$ cat src/rtl/lamp_pkg.sv
// Shared constants for the traffic-lamp receive-side monitor: raw lamp
// codes, decoded colour indices, monitor FSM encoding and first-error codes.
package lamp_pkg;

  // Raw lamp bus codes (one-hot; leftmost bit is light[0])
  localparam logic [2:0] LAMP_RED    = 3'b100;
  localparam logic [2:0] LAMP_GREEN  = 3'b010;
  localparam logic [2:0] LAMP_YELLOW = 3'b001;

  // Decoded colour index
  localparam logic [1:0] COL_RED    = 2'd0;
  localparam logic [1:0] COL_GREEN  = 2'd1;
  localparam logic [1:0] COL_YELLOW = 2'd2;
  localparam logic [1:0] COL_INV    = 2'd3;

  // Monitor FSM states
  localparam logic [1:0] MON_SYNC  = 2'd0;
  localparam logic [1:0] MON_TRACK = 2'd1;
  localparam logic [1:0] MON_FAULT = 2'd2;

  // First-error classification
  localparam logic [1:0] ERR_NONE  = 2'd0;
  localparam logic [1:0] ERR_CODE  = 2'd1;
  localparam logic [1:0] ERR_SEQ   = 2'd2;
  localparam logic [1:0] ERR_STUCK = 2'd3;

  // Colour that legally follows c in the R->G->Y cycle
  function automatic logic [1:0] col_next(input logic [1:0] c);
    logic [1:0] n;
    case (c)
      COL_RED:    n = COL_GREEN;
      COL_GREEN:  n = COL_YELLOW;
      COL_YELLOW: n = COL_RED;
      default:    n = COL_INV;
    endcase
    return n;
  endfunction

endpackage

$ cat src/rtl/lamp_decode.sv
// Combinational lamp-bus decoder: maps the raw 3-bit bus to a colour index
// and flags whether the code is one of the three legal one-hot values.
module lamp_decode
  import lamp_pkg::*;
(
  input  logic [0:2] light,
  output logic [1:0] colour,
  output logic       legal
);

  // Only the three one-hot codes are legal; everything else is COL_INV
  always_comb begin
    colour = COL_INV;
    legal  = 1'b0;
    case (light)
      LAMP_RED:    begin colour = COL_RED;    legal = 1'b1; end
      LAMP_GREEN:  begin colour = COL_GREEN;  legal = 1'b1; end
      LAMP_YELLOW: begin colour = COL_YELLOW; legal = 1'b1; end
      default:     begin colour = COL_INV;    legal = 1'b0; end
    endcase
  end

endmodule

$ cat src/rtl/lamp_monitor.sv
// Receive-side watchdog for the cyclic lamp controller. Locks onto the
// R->G->Y cycle, pulses on illegal codes, out-of-order steps and stuck
// colours, keeps a sticky fault and counts completed cycles.
// All outputs are registered: they reflect the sample of the previous edge.
// Optional first-error history ports: define LAMP_MONITOR_HIST_EN.
//
// Handshake: none; light is sampled unconditionally every rising edge and
// the err_* outputs are single-cycle pulses with no acknowledge.
module lamp_monitor
  import lamp_pkg::*;
#(
  parameter int STUCK_LIMIT = 4,
  parameter int CNT_W       = 8
) (
  input  logic             clock,
  input  logic             reset,
  input  logic             clr,
  input  logic [0:2]       light,
  output logic [1:0]       colour,
  output logic             locked,
  output logic             err_code,
  output logic             err_seq,
  output logic             err_stuck,
  output logic             fault,
  output logic [CNT_W-1:0] seq_count,
  output logic [1:0]       dbg_state
`ifdef LAMP_MONITOR_HIST_EN
  ,
  output logic [1:0]       first_err,
  output logic [0:2]       first_light
`endif
);

  // Dwell must hold STUCK_LIMIT+1 (up to 256)
  localparam logic [8:0] LIMIT = 9'(STUCK_LIMIT);

  logic [1:0] dec_col;
  logic       dec_legal;

  lamp_decode u_decode (
    .light  (light),
    .colour (dec_col),
    .legal  (dec_legal)
  );

  logic [1:0]       state_q, state_d;
  logic [1:0]       prev_q, prev_d;
  logic [8:0]       dwell_q, dwell_d;
  logic [1:0]       colour_q;
  logic             e_code_q, e_code_d;
  logic             e_seq_q, e_seq_d;
  logic             e_stuck_q, e_stuck_d;
  logic             fault_q, fault_d;
  logic [CNT_W-1:0] cnt_q, cnt_d;

  // Next-state logic: clr dominates, then the per-state tracking rules
  always_comb begin
    state_d   = state_q;
    prev_d    = prev_q;
    dwell_d   = dwell_q;
    e_code_d  = 1'b0;
    e_seq_d   = 1'b0;
    e_stuck_d = 1'b0;
    fault_d   = fault_q;
    cnt_d     = cnt_q;
    if (clr) begin
      state_d = MON_SYNC;
      prev_d  = COL_INV;
      dwell_d = '0;
      fault_d = 1'b0;
      cnt_d   = '0;
    end else begin
      case (state_q)
        MON_SYNC: begin
          if (dec_legal && dec_col == COL_RED) begin
            state_d = MON_TRACK;
            prev_d  = COL_RED;
            dwell_d = 9'd1;
          end
        end
        MON_TRACK: begin
          if (!dec_legal) begin
            e_code_d = 1'b1;
            fault_d  = 1'b1;
            state_d  = MON_FAULT;
          end else if (dec_col == prev_q) begin
            dwell_d = dwell_q + 9'd1;
            // Reaching LIMIT+1 is terminal, so the count never exceeds it
            if (dwell_q >= LIMIT) begin
              e_stuck_d = 1'b1;
              fault_d   = 1'b1;
              state_d   = MON_FAULT;
            end
          end else if (dec_col == col_next(prev_q)) begin
            prev_d  = dec_col;
            dwell_d = 9'd1;
            if (prev_q == COL_YELLOW) cnt_d = cnt_q + CNT_W'(1);
          end else begin
            e_seq_d = 1'b1;
            fault_d = 1'b1;
            state_d = MON_FAULT;
          end
        end
        default: begin
          // FAULT: frozen until clr or reset
        end
      endcase
    end
  end

  // State and output registers
  always_ff @(posedge clock or posedge reset) begin
    if (reset) begin
      state_q   <= MON_SYNC;
      prev_q    <= COL_INV;
      dwell_q   <= '0;
      colour_q  <= COL_INV;
      e_code_q  <= 1'b0;
      e_seq_q   <= 1'b0;
      e_stuck_q <= 1'b0;
      fault_q   <= 1'b0;
      cnt_q     <= '0;
    end else begin
      state_q   <= state_d;
      prev_q    <= prev_d;
      dwell_q   <= dwell_d;
      colour_q  <= dec_col;
      e_code_q  <= e_code_d;
      e_seq_q   <= e_seq_d;
      e_stuck_q <= e_stuck_d;
      fault_q   <= fault_d;
      cnt_q     <= cnt_d;
    end
  end

`ifdef LAMP_MONITOR_HIST_EN
  logic [1:0] ferr_q;
  logic [0:2] flight_q;

  // Capture the cause of the first error of a fault episode
  always_ff @(posedge clock or posedge reset) begin
    if (reset) begin
      ferr_q   <= ERR_NONE;
      flight_q <= '0;
    end else if (clr) begin
      ferr_q   <= ERR_NONE;
      flight_q <= '0;
    end else if (!fault_q && (e_code_d || e_seq_d || e_stuck_d)) begin
      ferr_q   <= e_code_d ? ERR_CODE : (e_seq_d ? ERR_SEQ : ERR_STUCK);
      flight_q <= light;
    end
  end

  assign first_err   = ferr_q;
  assign first_light = flight_q;
`endif

  assign colour    = colour_q;
  assign locked    = (state_q == MON_TRACK);
  assign err_code  = e_code_q;
  assign err_seq   = e_seq_q;
  assign err_stuck = e_stuck_q;
  assign fault     = fault_q;
  assign seq_count = cnt_q;
  assign dbg_state = state_q;

endmodule

$ cat config.mk
export PLATFORM = sky130hd
export DESIGN_NAME = lamp_monitor
export DESIGN_NICKNAME = d
export VERILOG_FILES = /design/src/rtl/lamp_pkg.sv /design/src/rtl/lamp_decode.sv /design/src/rtl/lamp_monitor.sv
export SDC_FILE = /design/constraint.sdc
export NUM_CORES = 1
export LEC_CHECK = 0
export BUFFER_PORTS_ARGS = -buffer_cell sky130_fd_sc_hd__clkbuf_2
export CELL_PAD_IN_SITES_DETAIL_PLACEMENT = 2
export CELL_PAD_IN_SITES_GLOBAL_PLACEMENT = 2
export CORE_MARGIN = 3
export CORE_UTILIZATION = 39
export DETAILED_ROUTE_END_ITERATION = 7
export PLACE_DENSITY_LB_ADDON = 0.1
export SYNTH_ARGS = -nofsm -noshare
export SYNTH_HDL_FRONTEND = slang
export SYNTH_SLANG_ARGS = --single-unit
$ cat constraint.sdc
create_clock -name clock -period 5.4 [get_ports clock]
set_clock_uncertainty 0.1 [all_clocks]
set_input_delay 1.62 -clock clock [delete_from_list [all_inputs] [get_ports clock]]
set_output_delay 1.62 -clock clock [all_outputs]
set_load 0.005 [all_outputs]
-- After elaboration in Yosys (flattened, before gate mapping)
Index checks and enable logic that the tools add are counted.
- bits in registers: 27
- input bits: 6
- add/subtract/negate cells: 2
- $lt $le $gt $ge: 1
- equality and inequality tests: 18
- multiplexer cells: 51
- reduce and logical (&&, ||, !) cells: 15
- operators by type and width (kind ; number):
    8-bit two-way mux ; 6
    9-bit two-way mux ; 5
    2-bit two-way mux ; 15
    1-bit two-way mux ; 20
    9-bit case mux with 2 select lines ; 1
    2-bit case mux with 3 select lines ; 2
    5-bit AND reduction ; 2
    9-bit by 1-bit adder with 9-bit output, second input constant ; 1
    9-bit by 3-bit >= comparator with 1-bit output, second input constant ; 1
    8-bit by 1-bit adder with 8-bit output, second input constant ; 1
    2-bit case mux with 2 select lines ; 2
    4-bit AND reduction ; 2
    2-bit nonzero test ; 4
    2-bit logical NOT ; 3
    3-bit by 2-bit inequality test with 1-bit output, second input constant ; 2
    3-bit inequality test, second input constant ; 2
    5-bit by 4-bit inequality test with 1-bit output, second input constant ; 1
    5-bit inequality test, second input constant ; 1
    2-bit by 1-bit == test with 1-bit output, second input constant ; 2
    2-bit == test ; 2
    4-bit by 2-bit inequality test with 1-bit output, second input constant ; 1
    4-bit by 3-bit inequality test with 1-bit output, second input constant ; 1
    4-bit inequality test, second input constant ; 1
    3-bit by 1-bit == test with 1-bit output, second input constant ; 1
    other kinds (8) ; 8

-- Logic depth before layout (Yosys ltp)
Gate-level depths: netlist of run 1.
- depth after elaboration: 13
- gate-level depth with buffers: 9
- mapped depth without buffers: 7

-- Hierarchy
A second synthesis of run 1 with hierarchy kept.
- cell total of the unflattened synthesis: 158
- area, all modules: 1576.5 um^2
- by module, submodules not included (module ; instances ; cells an instance ; area an instance (um^2)):
    lamp_monitor ; 1 ; 151 ; 1525.2
    lamp_decode ; 1 ; 7 ; 51.3

-- Least setup slack after synthesis of run 1
OpenSTA, ideal clock, no wires.
- path type: input to register
- start point: in light[0] (netlist name)
- end point: reg cnt_q[2] (netlist: seq_count[2])
- arrival time: 3.105 ns
- slack: 2.067 ns
- stages on the path: 7
- cell sequence: buf_2 -> nor4b_2 -> o31ai_4 -> nand2_4 -> buf_4 -> nor3_2 -> mux2_1
- cells in the longest elaborated chain, start to end: 5
- elaborated cells between the ends (all ways): 12
- those cells by class: eq/ne (6); mux (2); reduce/logical (4)
- RTL lines (item ; line ; RTL):
    start, declared ; lamp_monitor.sv:18 ; input logic [0:2] light,
    3-bit by 1-bit == test with 1-bit output (tied with other cells) ; lamp_decode.sv:15 ; case (light)
    2-bit case mux with 3 select lines / 3-bit OR reduction (equally long branches) ; -- ;
    2-bit == test (tied with other cells) ; lamp_monitor.sv:86 ; end else if (dec_col == prev_q) begin
    2-bit inequality test (no line) / 2-bit nonzero test (equally long branches) ; -- ;
    5-bit AND reduction (no line) * ; -- ;
    end signal, assigned ; lamp_monitor.sv:132 ; cnt_q <= cnt_d;
    end, declared ; lamp_monitor.sv:54 ; logic [CNT_W-1:0] cnt_q, cnt_d;
Every way passes the cells marked *; elsewhere a longest branch is shown, timed or not.
A chain may end at the register's enable or synchronous reset.

-- Worst setup path in the final report of run 1
- start point: in light[0] (netlist name)
- end point: reg cnt_q[6] (netlist: seq_count[6])
The elaborated chain is that of the path after synthesis.

==> PnR_summary.wiki, run 1 <==
{| class="wikitable"
! Metric !! Value
|-
| Start point of the worst hold path || dwell_q[8]
|-
| Required arrival time at the worst endpoint || 5.47 ns
|-
| Proportion of synthesized chip area in sequential cells || 34.3%
|-
| Power share of the clock group || 27.2%
|-
| Proportion of layout cells with a drive suffix above 1 || 19.6%
|-
| Result of the run || finished, final reports clean
|-
| CORE AREA || 4820 sq um
|-
| Yosys warning count || 0
|-
| Synth Area in XOR/XNOR || 0.883%
|-
| Slowest cell delay on critical path || 0.90 ns
|-
| Cell types occupying the most area after synthesis || sky130_fd_sc_hd__dfrtp_1 29%, sky130_fd_sc_hd__dfstp_2 5.3%, sky130_fd_sc_hd__nor2_1 4.9%, sky130_fd_sc_hd__mux2_1 4.0%, sky130_fd_sc_hd__ha_1 3.8%
|-
| Max-capacitance violation count || 0
|-
| Count of nets after finishing || 243
|-
| Detail Placement HPWL || 4150 microns
|-
| Height of the chip || 77.3 microns
|-
| Insertion delay to the later sink of the worst-skew pair || 0.28 ns
|-
| Netlist area before placement || 1980 sq um
|-
| Classification of the worst-slack hold path || reg2reg
|-
| Final ANT Viol Nets || 0
|-
| Portion of total power attributed to sequential cells || 47.4%
|-
| Worst path bufs/invs || 1
|-
| Post-synthesis mux area share || 7.63%
|-
| Synth Instances || 217
|-
| IO buf count || 22
|-
| Worst setup SP type || primary input
|-
| Highest attainable clock frequency || 269 MHz
|-
| Transition time of the tightest slew-check pin || 1.08 ns
|-
| Final setup violation count || 0
|-
| Post-CTS resize count || 0
|-
| Worst R2R Start || prev_q[0]
|-
| Synthesized-area fraction occupied by adder cells || 3.79%
|-
| Htree depth || 1
|-
| Total routed wirelength || 5700 microns
|-
| Number of vias per cell after detailed routing || 5.81
|-
| Type of the setup path with the least slack || in2reg
|-
| Number of instances on the worst hold path || 2
|-
| Final period util || 68.8%
|-
| Peak ir drop on the vdd network || 92.7 uV
|-
| Critical-path cell list || clkbuf_2 > nor3b_2 > o32a_1 > a221oi_4 > nor4_1 > mux2_1
|-
| Clk buf depth || 2
|-
| Synth Area in Simple Gates || 29.4%
|-
| GRT Overall Usage || 20.7%
|-
| Cell at the root of the clock tree || sky130_fd_sc_hd__clkbuf_8
|-
| Final number of hold-violating endpoints || 0
|-
| Post-route worst setup slack || 1.68 ns
|-
| Number of buffers added by the clock tree synthesis step || 3
|-
| Number of synthesized flops with an enable pin || 0
|-
| Compound-cell area share of the yosys netlist || 18.2%
|-
| Share of async-settable or async-resettable flops after synthesis || 100%
|-
| Maximum number of pins on one net before global-route repair || 28
|-
| Clock transition at the registers of the reported paths || 0.11 ns
|-
| Kind of capture point of the worst setup path || flip-flop
|-
| Setup slack at placement || 1.34 ns
|-
| Static Leakage || 0.924 nW
|-
| Total nets after synthesis || 229
|-
| Cell Rows || 25
|-
| Area fraction of the dominant cell type after synthesis || 29.0%
|-
| Family with the most delay on the worst path || compound AO/OA/AOI/OAI gates
|-
| TritonCTS clock tree || built
|-
| Starting density of the core || 41.2%
|-
| Flip-flop and latch count after synthesis || 27
|-
| Worst endpoint data arrival time || 3.78 ns
|-
| Initial antenna violation count || 0
|-
| Buffers inserted by post-CTS timing repair || 0
|-
| Share of total power in combinational logic || 25.4%
|-
| Final global-route overflow total || 0
|-
| Shortest period the worst path allows || 3.72 ns
|-
| Routed length per instance || 19.2 microns
|-
| Starting DRT DRC Count || 65
|-
| Endpoint of the lowest-slack register-to-register path || seq_count[6]
|-
| Unrepaired setup endpoints after global routing || no
|-
| Most used flip-flop cell after synthesis || sky130_fd_sc_hd__dfrtp_1
|-
| Placer's final routability congestion estimate || 0.840
|-
| Area of the die || 5980 sq um
|-
| Via count || 1726
|-
| Worst R2R Path Depth || 7
|-
| Width of the chip || 77.3 microns
|-
| Worst Hold Endpoint || dwell_q[8]
|-
| Total net switching power || 0.158 mW
|-
| Headroom to the max-slew limit || 27.8%
|-
| Count of pins on the block boundary || 23
|-
| Post-Synthesis Mean Instance Area || 9.14 sq um
|-
| Switching power share of the total || 34.6%
|-
| 1st-pass router iterations || 4
|-
| Clk sink count || 27
|-
| Dominant cell type by area after synthesis || sky130_fd_sc_hd__dfrtp_1
|-
| Layout Area Growth over Synthesis || 8.33%
|-
| Wire length of the first global-routing pass || 9860 microns
|-
| R2R Setup Slk || 2.31 ns
|-
| Worst path slowest cell || sky130_fd_sc_hd__a221oi_4
|-
| Total Negative Setup Slacks || 0 ns
|-
| Main combinational cell family by area after synthesis || simple AND/OR/NAND/NOR gates
|-
| Number of global-route vias before repair || 1887
|-
| Number of diodes added for antenna fixing || 0
|-
| Distinct cells, synth || 55
|-
| Power Internal || 0.299 mW
|-
| Max-slew violation total from the final report || 0
|-
| Hold bufs inserted after CTS || 0
|-
| CP max FO || 22
|-
| Total power per unit cell area || 213 nW/um^2
|-
| Residual DRC || 0
|}
worst register-to-register path: cells and delay by family (launching register included):
family	cells	cell delay, ns
compound gates	2	1.01
fa+ha+maj	1	0.41
buf+inv	1	0.07
flops	1	0.66
mux	1	0.37
simple gates	2	0.35
state kept, by name, summed over array words and instances, names as in the netlist:
| name | cells |
|---|---|
| dwell_q | 9 |
| seq_count | 8 |
| colour | 2 |
| dbg_state | 2 |
| prev_q | 2 |
| err_code | 1 |
| err_seq | 1 |
| err_stuck | 1 |
| fault | 1 |
cells in the mapped netlist, types with 3 or more instances:
master and instances:
sky130_fd_sc_hd__nor3_1 3, sky130_fd_sc_hd__buf_6 3, sky130_fd_sc_hd__mux2_1 7, sky130_fd_sc_hd__inv_1 9, sky130_fd_sc_hd__a22oi_1 3, sky130_fd_sc_hd__nor2b_1 7
sky130_fd_sc_hd__nand2b_1 7, sky130_fd_sc_hd__ha_1 6, sky130_fd_sc_hd__nor4_1 3, sky130_fd_sc_hd__nand3_1 11, sky130_fd_sc_hd__a32oi_1 5, sky130_fd_sc_hd__a31oi_1 3
sky130_fd_sc_hd__mux2i_1 5, sky130_fd_sc_hd__and3_1 4, sky130_fd_sc_hd__dfrtp_1 23, sky130_fd_sc_hd__a21oi_1 10, sky130_fd_sc_hd__o21ai_1 7, sky130_fd_sc_hd__nand2_1 14
sky130_fd_sc_hd__dfstp_2 4, sky130_fd_sc_hd__nor2_1 26, sky130_fd_sc_hd__nand4_1 3, sky130_fd_sc_hd__clkbuf_1 7, sky130_fd_sc_hd__nor3_2 5
logic make-up after synthesis:
logic type / Yosys count
and+or+nand+nor: 99
AOI/OAI and AO/OA: 47
DFF: 27
buffers and inverters: 23
muxes: 13
adders and majority gates: 6
xor gates and xnor gates: 2
power groups by stage:
stage,Sequential (mW),Clock (mW),Combinational (mW)
2_1_floorplan,0.218,0,0.0977
3_3_place_gp,0.220,0,0.112
3_5_place_dp,0.220,0,0.117
4_1_cts,0.217,0.127,0.117
5_1_grt,0.218,0.136,0.130
6_report,0.217,0.124,0.116
worst max-delay path by stage:
stage	from	endpoint	slack, ns	cells past startpoint
final	light[0]	seq_count[6]	1.68	6
after global placement	light[1]	dbg_state[0]	1.47	6
after detailed placement	light[0]	seq_count[6]	1.34	6
after global routing	light[0]	seq_count[6]	1.53	6
after floorplan	light[0]	seq_count[2]	2.07	7
after CTS	light[0]	seq_count[6]	1.67	6
stage by stage:
stage,power [mW],hold WS (ns),area [sq um],instances,utilization [%]
finish,0.457,0.479,2150,297,44.6
global route,0.483,0.517,2150,297,44.6
CTS,0.461,0.481,2150,297,44.6
detailed placement,0.337,0.464,2100,293,43.6
global placement,0.332,0.455,2100,293,43.6
floorplan,0.316,0.411,1980,217,-
layer usage:
metal	share of wire (%)	GRT usage (%)	up-vias
met4	0.44	4.09	0
met3	2.4	2.35	2
met2	52	37.3	26
li1	-	-	812
met5	0	0	-
met1	46	26.5	886
final cells by class:
cell class                      count  area [sq um]
Clock buffer                        3          41.3
Clock inverter                      1          7.51
Fill cell                         560          2670
Inverter                           10          37.5
Multi-Input combinational cell    167          1190
Sequential cell                    27           681
Tap cell                           67          83.8
Timing Repair Buffer               22           110
cell usage in the layout (no fill, tap or decap), types with 3 or more instances in the layout:
master	n
sky130_fd_sc_hd__nor3_1	3
sky130_fd_sc_hd__a22oi_1	3
sky130_fd_sc_hd__nor4_1	3
sky130_fd_sc_hd__nor3_2	5
sky130_fd_sc_hd__clkbuf_8	3
sky130_fd_sc_hd__ha_1	6
sky130_fd_sc_hd__mux2_1	7
sky130_fd_sc_hd__dfstp_2	4
sky130_fd_sc_hd__nand2b_1	7
sky130_fd_sc_hd__nor2_1	26
sky130_fd_sc_hd__nand2_1	14
sky130_fd_sc_hd__dfrtp_1	23
sky130_fd_sc_hd__inv_1	9
sky130_fd_sc_hd__mux2i_1	5
sky130_fd_sc_hd__a31oi_1	3
sky130_fd_sc_hd__nand3_1	11
sky130_fd_sc_hd__clkbuf_2	22
sky130_fd_sc_hd__nor2b_1	7
sky130_fd_sc_hd__o21ai_1	7
sky130_fd_sc_hd__and3_1	4
sky130_fd_sc_hd__a32oi_1	5
sky130_fd_sc_hd__nand4_1	3
sky130_fd_sc_hd__a21oi_1	10
(Power assumes the default switching activity.)
==> run 2, diff against run 1 <==
--- a/config.mk
+++ b/config.mk
@@ -9,7 +9,7 @@
 export CELL_PAD_IN_SITES_DETAIL_PLACEMENT = 2
 export CELL_PAD_IN_SITES_GLOBAL_PLACEMENT = 2
 export CORE_MARGIN = 3
-export CORE_UTILIZATION = 39
+export CORE_UTILIZATION = 36
 export DETAILED_ROUTE_END_ITERATION = 7
 export PLACE_DENSITY_LB_ADDON = 0.1
 export SYNTH_ARGS = -nofsm -noshare
==> constraint.sdc (replaced) <==
create_clock -name clock -period 3.44 [get_ports clock]
set_clock_uncertainty 0.1 [all_clocks]
set_input_delay 1.032 -clock clock [delete_from_list [all_inputs] [get_ports clock]]
set_output_delay 1.032 -clock clock [all_outputs]
set_load 0.005 [all_outputs]
==> run 2 against run 1 <==
Net effect: first-iteration DRC count rose by 25%; final area rose by 2.2%; final cell count rose by 3.0%; critical path depth rose by 3; sequential cell count did not move; critical path type is now reg2reg; largest power group unchanged; highest routed layer unchanged.
==> PnR_summary.wiki, run 2 (synthesized netlist as in run 1, its figures left out) <==
{| class="wikitable"
! Metric !! Value
|-
| Result of the run || finished, final reports clean
|-
| Total routed wirelength || 5840 microns (+2.5%)
|-
| Total power per unit cell area || 332 nW/um^2 (+56%)
|-
| IO buf count || 22 (unchanged)
|-
| Final global-route overflow total || 0 (unchanged)
|-
| Starting DRT DRC Count || 81 (+25%)
|-
| Unrepaired setup endpoints after global routing || no
|-
| Kind of capture point of the worst setup path || flip-flop
|-
| Layout Area Growth over Synthesis || 10.7%
|-
| Width of the chip || 80.2 microns (+3.8%)
|-
| Static Leakage || 0.957 nW (+3.5%)
|-
| Via count || 1747 (+1.2%)
|-
| TritonCTS clock tree || built
|-
| Worst endpoint data arrival time || 3.12 ns (-0.66 ns)
|-
| Transition time of the tightest slew-check pin || 1.08 ns (-0.00402 ns)
|-
| CP max FO || 15 (-32%)
|-
| Type of the setup path with the least slack || reg2reg
|-
| Clk buf depth || 2 (unchanged)
|-
| Area of the die || 6440 sq um (+7.7%)
|-
| Hold bufs inserted after CTS || 0 (unchanged)
|-
| Starting density of the core || 38.1% (-3.1 points)
|-
| Placer's final routability congestion estimate || 0.786 (-6.4%)
|-
| Number of global-route vias before repair || 1939 (+2.8%)
|-
| Number of flip-flops under the largest register name || 9 (unchanged)
|-
| Htree depth || 1 (unchanged)
|-
| Final setup violation count || 0 (unchanged)
|-
| Count of nets after finishing || 249 (+2.5%)
|-
| GRT Overall Usage || 20.3% (-0.41 points)
|-
| Cell Rows || 26 (+4.0%)
|-
| Residual DRC || 0 (unchanged)
|-
| 1st-pass router iterations || 4 (unchanged)
|-
| Total Negative Setup Slacks || 0 ns (unchanged)
|-
| Max-capacitance violation count || 0 (unchanged)
|-
| Final period util || 87.1%
|-
| Largest register by flop count || dwell_q
|-
| Count of pins on the block boundary || 23 (unchanged)
|-
| Wire length of the first global-routing pass || 10100 microns (+2.3%)
|-
| Most common cell after layout, fill and taps aside || sky130_fd_sc_hd__nor2_1
|-
| Insertion delay to the later sink of the worst-skew pair || 0.28 ns (about the same)
|-
| Peak ir drop on the vdd network || 147 uV (+58%)
|-
| Clock transition at the registers of the reported paths || 0.10 ns (about the same)
|-
| Cell at the root of the clock tree || sky130_fd_sc_hd__clkbuf_8
|-
| Final number of hold-violating endpoints || 0 (unchanged)
|-
| Final ANT Viol Nets || 0 (unchanged)
|-
| Height of the chip || 80.2 microns (+3.8%)
|-
| Buffers inserted by post-CTS timing repair || 0 (unchanged)
|-
| Shortest period the worst path allows || 3.00 ns
|-
| Detail Placement HPWL || 4410 microns (+6.4%)
|-
| Proportion of layout cells with a drive suffix above 1 || 21.6% (+2.0 points)
|-
| Clk sink count || 27 (unchanged)
|-
| Highest-count cells in the layout ignoring fill and taps || 26 x sky130_fd_sc_hd__nor2_1, 23 x sky130_fd_sc_hd__dfrtp_1, 22 x sky130_fd_sc_hd__clkbuf_2, 14 x sky130_fd_sc_hd__nand2_1, 11 x sky130_fd_sc_hd__nand3_1
|-
| Required arrival time at the worst endpoint || 3.57 ns (-1.90 ns)
|-
| Maximum number of pins on one net before global-route repair || 27 (-3.6%)
|-
| Number of diodes added for antenna fixing || 0 (unchanged)
|-
| Post-layout instance area || 2190 sq um (+2.2%)
|-
| Number of buffers added by the clock tree synthesis step || 3 (unchanged)
|-
| Max-slew violation total from the final report || 0 (unchanged)
|-
| Classification of the worst-slack hold path || reg2reg
|-
| Highest attainable clock frequency || 334 MHz
|-
| Worst setup SP type || flip-flop
|-
| Number of vias per cell after detailed routing || 5.71 (-1.8%)
|-
| Setup slack at placement || 0.228 ns (-1.11 ns)
|-
| Post-route worst setup slack || 0.443 ns (-1.24 ns)
|-
| Headroom to the max-slew limit || 28.0% (+0.19 points)
|-
| Initial antenna violation count || 0 (unchanged)
|-
| Routed length per instance || 19.1 microns (-0.50%)
|-
| CORE AREA || 5200 sq um (+8.1%)
|-
| Post-CTS resize count || 0 (unchanged)
|-
| Area post-placement || 2150 sq um (+2.3%)
|}
[run 2: cell count changes in the layout (fill, tap and decap cells not counted), sizes merged]
| cell | change |
|---|---|
| buf | +6 |
| clkinv | +1 |
| clkinvlp | -1 |
[run 2: path summary, 6_finish.rpt]
check                            from    endpoint  slack (ns)  cells past startpoint
max                         prev_q[0]   prev_q[0]        0.44                      9
min                        dwell_q[8]  dwell_q[8]        0.48                      2
max reg2reg                 prev_q[0]   prev_q[0]        0.44                      9
min reg2reg                dwell_q[8]  dwell_q[8]        0.48                      2
max in group asynchronous       reset   prev_q[1]        1.62                      3
min in group asynchronous       reset    err_code        0.88                      2
[run 2: final cells by class]
type | instances | area (sq um)
Fill cell | 607 | 3010
Multi-Input combinational cell | 167 | 1190
Sequential cell | 27 | 681
Timing Repair Buffer | 28 | 155
Tap cell | 70 | 87.6
Clock buffer | 3 | 41.3
Inverter | 10 | 37.5
Clock inverter | 1 | 5.00
[run 2: through the flow]
stage | power (mW) | hold slack [ns] | utilization [%] | std cells
after detailed placement | 0.544 | 0.471 | 41.3 | 302
final | 0.728 | 0.482 | 42.2 | 306
after global placement | 0.532 | 0.450 | 41.3 | 302
after CTS | 0.740 | 0.486 | 42.2 | 306
after floorplan | 0.496 | 0.411 | - | 217
after global routing | 0.778 | 0.528 | 42.2 | 306
[run 2: critical path: stages, from the launching register on]
cell                       delay (ns)
sky130_fd_sc_hd__dfstp_2         0.65
sky130_fd_sc_hd__inv_1           0.07
sky130_fd_sc_hd__ha_1            0.38
sky130_fd_sc_hd__or4b_1          0.58
sky130_fd_sc_hd__o21ai_2         0.10
sky130_fd_sc_hd__a221oi_4        0.09
sky130_fd_sc_hd__buf_4           0.19
sky130_fd_sc_hd__buf_4           0.20
sky130_fd_sc_hd__or4b_1          0.49
sky130_fd_sc_hd__nand3_1         0.09
[run 2: layer usage]
| layer | GRT usage [%] | up-vias | part of all wire, % |
|---|---|---|---|
| met5 | 0 | - | 0 |
| met4 | 5.74 | 0 | 1.5 |
| met3 | 2.35 | 9 | 1.6 |
| met2 | 35.3 | 27 | 52 |
| met1 | 26.2 | 887 | 45 |
| li1 | - | 824 | - |
[run 2: power breakdown]
part	total (mW)	internal [mW]	switching (mW)
Clock	0.191	0.0815	0.109
Combinational	0.197	0.0692	0.128
Sequential	0.340	0.327	0.0123
Total	0.728	0.478	0.249
